`src/rtl/vmemarb.sv`:
```
// vmemarb: video-memory arbiter for the PPU bus.
//
// Three requesters share one bus: background fetch (port 0), sprite fetch
// (port 1) and CPU $2007 access (port 2), with fixed priority 0 > 1 > 2.
// Each granted address is routed to one of two targets:
//   - below $2000: the cartridge CHR bus (req/ack handshake, with timeout)
//   - $2000-$3FFF: the internal 2 KB CIRAM, banked by the cartridge mirroring
// The winner gets a one-cycle ack pulse. For reads, rdata is valid with that
// pulse and held until the next completion.
//
// Ports:
//   clk, reset          clock, asynchronous active-high reset
//   req[2:0]            per-port request level, held until that port's ack
//   addr0..2, wr[2:0],  per-port address, write flag and write data
//   wdata0..2
//   ack[2:0], rdata     one-hot completion pulse and read data
//   chraddr, chrwdata,  CHR bus request side; chrwr is qualified by chrreq
//   chrwr, chrreq
//   chrack, chrrdata    CHR bus completion pulse and read data
//   ciramaddr,          CIRAM access; ciramen is a one-cycle strobe and
//   ciramwdata,         ciramrdata is valid the cycle after it
//   ciramen, ciramwr,
//   ciramrdata
//   mirror              0=horizontal 1=vertical 2=single A 3=single B
//   busy                high whenever the arbiter is not idle
//   err, errclr         sticky CHR timeout flag and its clear
module vmemarb #(
  parameter int TIMEOUT = 255
) (
  input  logic        clk,
  input  logic        reset,
  input  logic [2:0]  req,
  input  logic [13:0] addr0,
  input  logic [13:0] addr1,
  input  logic [13:0] addr2,
  input  logic [2:0]  wr,
  input  logic [7:0]  wdata0,
  input  logic [7:0]  wdata1,
  input  logic [7:0]  wdata2,
  output logic [2:0]  ack,
  output logic [7:0]  rdata,
  output logic [13:0] chraddr,
  output logic [7:0]  chrwdata,
  output logic        chrwr,
  output logic        chrreq,
  input  logic        chrack,
  input  logic [7:0]  chrrdata,
  output logic [10:0] ciramaddr,
  output logic [7:0]  ciramwdata,
  output logic        ciramen,
  output logic        ciramwr,
  input  logic [7:0]  ciramrdata,
  input  logic [1:0]  mirror,
  output logic        busy,
  output logic        err,
  input  logic        errclr
);

  typedef enum logic [2:0] {IDLE, NTRD, NTDAT, CHRWAIT, RESP} state_t;

  localparam logic [7:0] TimeoutCnt = 8'(TIMEOUT);

  state_t      state_q, state_d;
  logic [1:0]  port_q, port_d;
  logic        wr_q, wr_d;
  logic [7:0]  cnt_q, cnt_d;
  logic [2:0]  ack_q, ack_d;
  logic [7:0]  rdata_q, rdata_d;
  logic [13:0] chraddr_q, chraddr_d;
  logic [7:0]  chrwdata_q, chrwdata_d;
  logic        chrwr_q, chrwr_d;
  logic        chrreq_q, chrreq_d;
  logic [10:0] ciramaddr_q, ciramaddr_d;
  logic [7:0]  ciramwdata_q, ciramwdata_d;
  logic        ciramen_q, ciramen_d;
  logic        ciramwr_q, ciramwr_d;
  logic        busy_q, busy_d;
  logic        err_q, err_d;

  logic [1:0]  winPort;
  logic [13:0] selAddr;
  logic        selWr;
  logic [7:0]  selWdata;
  logic        ntBank;
  logic        timeoutHit;

  // Fixed-priority pick of the request to serve next.
  always_comb begin
    winPort  = 2'd0;
    selAddr  = addr0;
    selWr    = wr[0];
    selWdata = wdata0;
    if (!req[0] && req[1]) begin
      winPort  = 2'd1;
      selAddr  = addr1;
      selWr    = wr[1];
      selWdata = wdata1;
    end else if (!req[0] && !req[1] && req[2]) begin
      winPort  = 2'd2;
      selAddr  = addr2;
      selWr    = wr[2];
      selWdata = wdata2;
    end
  end

  // Physical CIRAM bank for the four logical nametables. addr[12] is ignored,
  // which folds $3000-$3FFF onto $2000-$2FFF.
  always_comb begin
    case (mirror)
      2'd0:    ntBank = selAddr[11];
      2'd1:    ntBank = selAddr[10];
      2'd2:    ntBank = 1'b0;
      default: ntBank = 1'b1;
    endcase
  end

  // Next-state and registered-output logic.
  always_comb begin
    state_d      = state_q;
    port_d       = port_q;
    wr_d         = wr_q;
    cnt_d        = cnt_q;
    ack_d        = 3'b000;
    rdata_d      = rdata_q;
    chraddr_d    = chraddr_q;
    chrwdata_d   = chrwdata_q;
    chrwr_d      = chrwr_q;
    chrreq_d     = chrreq_q;
    ciramaddr_d  = ciramaddr_q;
    ciramwdata_d = ciramwdata_q;
    ciramen_d    = 1'b0;
    ciramwr_d    = 1'b0;
    timeoutHit   = 1'b0;
    case (state_q)
      IDLE: begin
        if (|req) begin
          port_d = winPort;
          wr_d   = selWr;
          if (selAddr[13]) begin
            state_d      = NTRD;
            ciramen_d    = 1'b1;
            ciramwr_d    = selWr;
            ciramaddr_d  = {ntBank, selAddr[9:0]};
            ciramwdata_d = selWdata;
          end else begin
            state_d    = CHRWAIT;
            chrreq_d   = 1'b1;
            chraddr_d  = selAddr;
            chrwr_d    = selWr;
            chrwdata_d = selWdata;
            cnt_d      = 8'd0;
          end
        end
      end
      NTRD: begin
        state_d = NTDAT;
      end
      NTDAT: begin
        if (!wr_q) rdata_d = ciramrdata;
        ack_d   = 3'b001 << port_q;
        state_d = RESP;
      end
      CHRWAIT: begin
        // A completion arriving on the same edge the count expires still wins.
        if (chrack) begin
          chrreq_d = 1'b0;
          if (!wr_q) rdata_d = chrrdata;
          ack_d    = 3'b001 << port_q;
          state_d  = RESP;
        end else if ((cnt_q + 8'd1) == TimeoutCnt) begin
          chrreq_d   = 1'b0;
          if (!wr_q) rdata_d = 8'hFF;
          timeoutHit = 1'b1;
          ack_d      = 3'b001 << port_q;
          state_d    = RESP;
        end else begin
          cnt_d = cnt_q + 8'd1;
        end
      end
      RESP: begin
        state_d = IDLE;
      end
      default: begin
        state_d = IDLE;
      end
    endcase
    // A timeout on the same edge as errclr leaves the flag set.
    err_d  = timeoutHit ? 1'b1 : (errclr ? 1'b0 : err_q);
    busy_d = (state_d != IDLE);
  end

  // State and output registers; reset abandons any access in flight.
  always_ff @(posedge clk or posedge reset) begin
    if (reset) begin
      state_q      <= IDLE;
      port_q       <= 2'd0;
      wr_q         <= 1'b0;
      cnt_q        <= 8'd0;
      ack_q        <= 3'b000;
      rdata_q      <= 8'd0;
      chraddr_q    <= 14'd0;
      chrwdata_q   <= 8'd0;
      chrwr_q      <= 1'b0;
      chrreq_q     <= 1'b0;
      ciramaddr_q  <= 11'd0;
      ciramwdata_q <= 8'd0;
      ciramen_q    <= 1'b0;
      ciramwr_q    <= 1'b0;
      busy_q       <= 1'b0;
      err_q        <= 1'b0;
    end else begin
      state_q      <= state_d;
      port_q       <= port_d;
      wr_q         <= wr_d;
      cnt_q        <= cnt_d;
      ack_q        <= ack_d;
      rdata_q      <= rdata_d;
      chraddr_q    <= chraddr_d;
      chrwdata_q   <= chrwdata_d;
      chrwr_q      <= chrwr_d;
      chrreq_q     <= chrreq_d;
      ciramaddr_q  <= ciramaddr_d;
      ciramwdata_q <= ciramwdata_d;
      ciramen_q    <= ciramen_d;
      ciramwr_q    <= ciramwr_d;
      busy_q       <= busy_d;
      err_q        <= err_d;
    end
  end

  assign ack        = ack_q;
  assign rdata      = rdata_q;
  assign chraddr    = chraddr_q;
  assign chrwdata   = chrwdata_q;
  assign chrwr      = chrwr_q;
  assign chrreq     = chrreq_q;
  assign ciramaddr  = ciramaddr_q;
  assign ciramwdata = ciramwdata_q;
  assign ciramen    = ciramen_q;
  assign ciramwr    = ciramwr_q;
  assign busy       = busy_q;
  assign err        = err_q;

endmodule

```
`config.mk`:
```
export PLATFORM = sky130hd
export DESIGN_NAME = vmemarb
export DESIGN_NICKNAME = d
export VERILOG_FILES = /design/src/rtl/vmemarb.sv
export SDC_FILE = /design/constraint.sdc
export NUM_CORES = 1
export LEC_CHECK = 0
export CAP_MARGIN = 15
export CORE_UTILIZATION = 43
export CTS_BUF_LIST = sky130_fd_sc_hd__clkbuf_16
export DETAILED_ROUTE_END_ITERATION = 10
export PLACE_DENSITY = 0.85
export SLEW_MARGIN = 10
export SYNTH_ARGS = -nofsm -noshare
export SYNTH_HDL_FRONTEND = slang
export SYNTH_SLANG_ARGS = --single-unit
```
`constraint.sdc`:
```
create_clock -name clk -period 6.9 [get_ports clk]
set_input_delay 1.38 -clock clk [delete_from_list [all_inputs] [get_ports clk]]
set_output_delay 1.38 -clock clk [all_outputs]
set_load 0.01 [all_outputs]
```
==> results.md <==
Global routing:
- The global-route usage over all layers is 0.222.
- The initial antenna violation count came to 0.
- The number of global-route vias before repair is 3059.
- The largest net degree at the start of global routing is 72.
- The global route total overflow is 0.
- The first global-routing pass estimated between 10 and 15 mm of wire.

Floorplanning:
- The initial utilization of the core area, before any placement, comes to 0.444.
- The region available for standard cell placement spans 8180 um^2.
- The die covers between 8000 and 9000 um^2.
- The total number of placement rows is 33.
- In this run the horizontal extent of the chip is 93.8 um.
- The number of ports placed on the die boundary is roughly 150.
- The height of the die is about 94 um.

Route:
- Summing over every cut layer, the via total after detailed routing is 2942.
- The amount of wire on met2 after detailed routing is ~4.5 mm.
- The remaining routing DRC violations is 0.
- After detailed routing, the wire length on met1 is approximately 3.6 mm.
- For this block, the initial DRC count from the detailed router was 101.
- In the final routed layout, each cell accounts on average for 15.6 um.
- After detailed routing, no signal wire sits above met4.
- The via density per instance is around 5.
- The met3 wire length is 664 um.
- Wires add up to 9.02 mm.
- The count of nets left with antenna violations once routing finished came out at 0.
- Before antenna repair, the detailed router went through 6 iterations.

CTS:
- The clock root buffer master is clkbuf_16.
- The deepest level of the CTS H-tree is 3.
- The register clock-pin slew on the reported worst setup and hold paths is approximately 50 ps.
- Hold repair after CTS inserted 0 buffers.
- The count of clock tree sinks is ~70.
- In this run the post-CTS setup repair buffer count came out at 0.
- The maximum count of clock buffers along a single path is 2.
- Gates resized during post-CTS repair numbered 0.
- The CTS tree is built.
- Counting the buffers created by CTS gives 9.
- The later pin in the worst-skew pair is clocked with a latency of approximately 330 ps.

Placement:
- The total of buffers placed on input and output ports is 150.
- Summed over all nets, the half-perimeter wirelength after detailed placement is between 6 and 7 mm.
- The routability congestion estimate from global placement is between 0.8 and 0.9.
- The post-placement cell count is 563.
- The placed instances occupy a cell area of slightly above 5000 um^2.
- OpenSTA, run right after detailed placement, puts the worst setup slack at between 2000 and 2500 ps.

Power:
- The design draws between 2 and 2.5 mW.
- The power density over the cells is around 370 nW/um^2.
- The analysis attributes to cell leakage a power of ~2.3 nW.
- The worst-case IR drop observed on VDD is ~0.19 mV.

Finish:
- The final cell count without fillers is 579.
- The fraction of final layout cells sized beyond drive strength 1 is 0.158.
- The number of nets in the layout is approximately 570.
- The most frequent standard cell in the layout excluding fill and tap cells is clkdlybuf4s50_1.
- The top cell types in the final layout, fill and taps aside, are clkdlybuf4s50_1 (150), dfrtp_1 (71), nand2_1 (38), mux2_2 (38), o21ai_0 (32).
- The finished cells cover 5430 um^2.
- The number of antenna diodes in the final layout is 0.
- The final core area utilization is 0.664.
- From synthesis to final layout, the design area changed by 49.6%.

Worst setup path:
- The kind of launch point of the worst setup path is a primary input.
- The category of the most critical setup path is in -> reg.
- Of all nets on the critical path, the largest fanout is 47.
- The endpoint kind of the worst setup timing path is a flip-flop.
- The arrival time reported for the critical path endpoint is 4320 ps.
- Data on the critical path is required at its endpoint by between 7000 and 8000 ps.

STA:
- The final hold violation count is 0.
- Timing would allow up to 243 MHz.
- Setup repair after global routing left no endpoint under its margin.
- The relative slew slack is 0.373.
- For the final database, setup skew stands at between 6 and 7 ps.
- Adding up every negative setup slack in the final design gives 0 ps.
- After layout, the minimum clock period comes to between 4000 and 5000 ps.
- Setup violations remaining at the end of the flow were counted as 0.
- The final hold slack is between 400 and 500 ps.
- The transition at the pin with the smallest max-transition slack is roughly 940 ps.
- In the finished design, the share of the clock period the worst path needs comes to 0.596.
- In the post-route analysis, the smallest setup slack over all paths is approximately 2800 ps.
- The number of max-slew violations in the final report is 0.

Yosys:
- The synthesized netlist contains 43 unique library cells.
- Synthesis produced between 300 and 400 cells.
- The number of warnings printed during yosys synthesis is 0.
- The number of register bits inferred by synthesis is a little over 70.
- The average instance in the mapped netlist occupies ~11 um^2.
- The share of the Yosys chip area taken by registers is 0.490.
- Counting every net in the synthesized netlist gives ~420.
- The synthesized cell area is roughly 3600 um^2.

Hold path:
- The worst hold-check path type is reg -> reg.

Outcome:
- The run finished with clean final reports.

Job:
- Across the run, the number of max-cap violations was 0.
[flip-flops by register name, summed over array words and instances (netlist names)]
signal	cells
chraddr	13
ciramaddr	11
chrwdata	8
ciramwdata	8
cnt_q	8
rdata	8
ack	3
state_q	3
port_q	2
busy	1
chrreq	1
chrwr	1
ciramen	1
ciramwr	1
err	1
wr_q	1
[critical path, stage by stage]
cell,delay (ps)
clkdlybuf4s50_1,660
nor2b_4,800
nand2_2,200
a31oi_4,810
a21oi_2,130
a211o_1,340
[layer usage]
layer / up-vias / global-route usage
li1: 1422 / -
met1: 1393 / 0.251
met2: 105 / 0.386
met3: 22 / 0.0623
met4: 0 / 0.101
met5: - / 0
[final timing paths]
path | start | endpoint | slack (ps) | cells past startpoint
worst max-delay path | req[1] | cnt_q[4]$_DFFE_PP0P_ | 2790 | 6
worst min-delay path | wr_q$_DFFE_PP0P_ | wr_q$_DFFE_PP0P_ | 490 | 2
worst max register to register | state_q[2]$_DFF_PP0_ | cnt_q[4]$_DFFE_PP0P_ | 4590 | 5
worst min register to register | wr_q$_DFFE_PP0P_ | wr_q$_DFFE_PP0P_ | 490 | 2
max in group asynchronous | reset | ciramen$_DFF_PP0_ | 4700 | 3
min in group asynchronous | reset | ciramwdata[3]$_DFFE_PP0P_ | 1620 | 3
[kinds of logic (layout without fill, tap and decap cells)]
kind of cell / Yosys count / in the layout / synth area share
AOI/OAI and AO/OA: 58 / 58 / 0.104
xor gates and xnor gates: 4 / 4 / 0.00966
adders and majority gates: 2 / 2 / 0.00690
buffers and inverters: 29 / 177 / 0.0449
DFF: 71 / 71 / 0.490
muxes: 69 / 69 / 0.215
other: 1 / 1 / 0.00103
and+or+nand+nor: 92 / 92 / 0.129
[area by class of cell]
type,count,area [um^2]
Clock inverter,7,41.3
Sequential cell,71,1780
Fill cell,616,2750
Tap cell,105,131
Clock buffer,9,225
Inverter,9,33.8
Multi-Input combinational cell,226,1700
Timing Repair Buffer,152,1520
[cell usage after synthesis (all sizes together)]
master  instances  area share
conb            1      0.0010
nand4b          1      0.0066
nor3b           7       0.016
nand2b          3      0.0052
nand2          40       0.043
dfrtp          71        0.49
a22o            2      0.0048
ha              2      0.0069
a311oi          1      0.0024
mux2           47        0.15
o31ai           1      0.0021
buf            14       0.029
a21o            4      0.0083
clkinv          1      0.0010
o32ai           1      0.0024
xnor2           4      0.0097
nor2b           2      0.0035
a31oi           1      0.0059
o21ai          32       0.044
nand3b          4      0.0083
clkbuf          6      0.0062
nor2           21       0.022
nor3            8       0.014
a22oi           1      0.0021
inv             8      0.0083
a221oi          1      0.0024
a211o           6       0.014
mux2i          22       0.061
a21oi           6      0.0093
nor4bb          1      0.0028
nand3           4      0.0069
o21bai          2      0.0052
and3            1      0.0017
[report_power, final]
group | internal, mW | switching (mW)
logic | 0.547 | 0.348
registers | 0.606 | 0.118
clock network | 0.240 | 0.170
No activity file was read; power rests on OpenSTA's default activity.
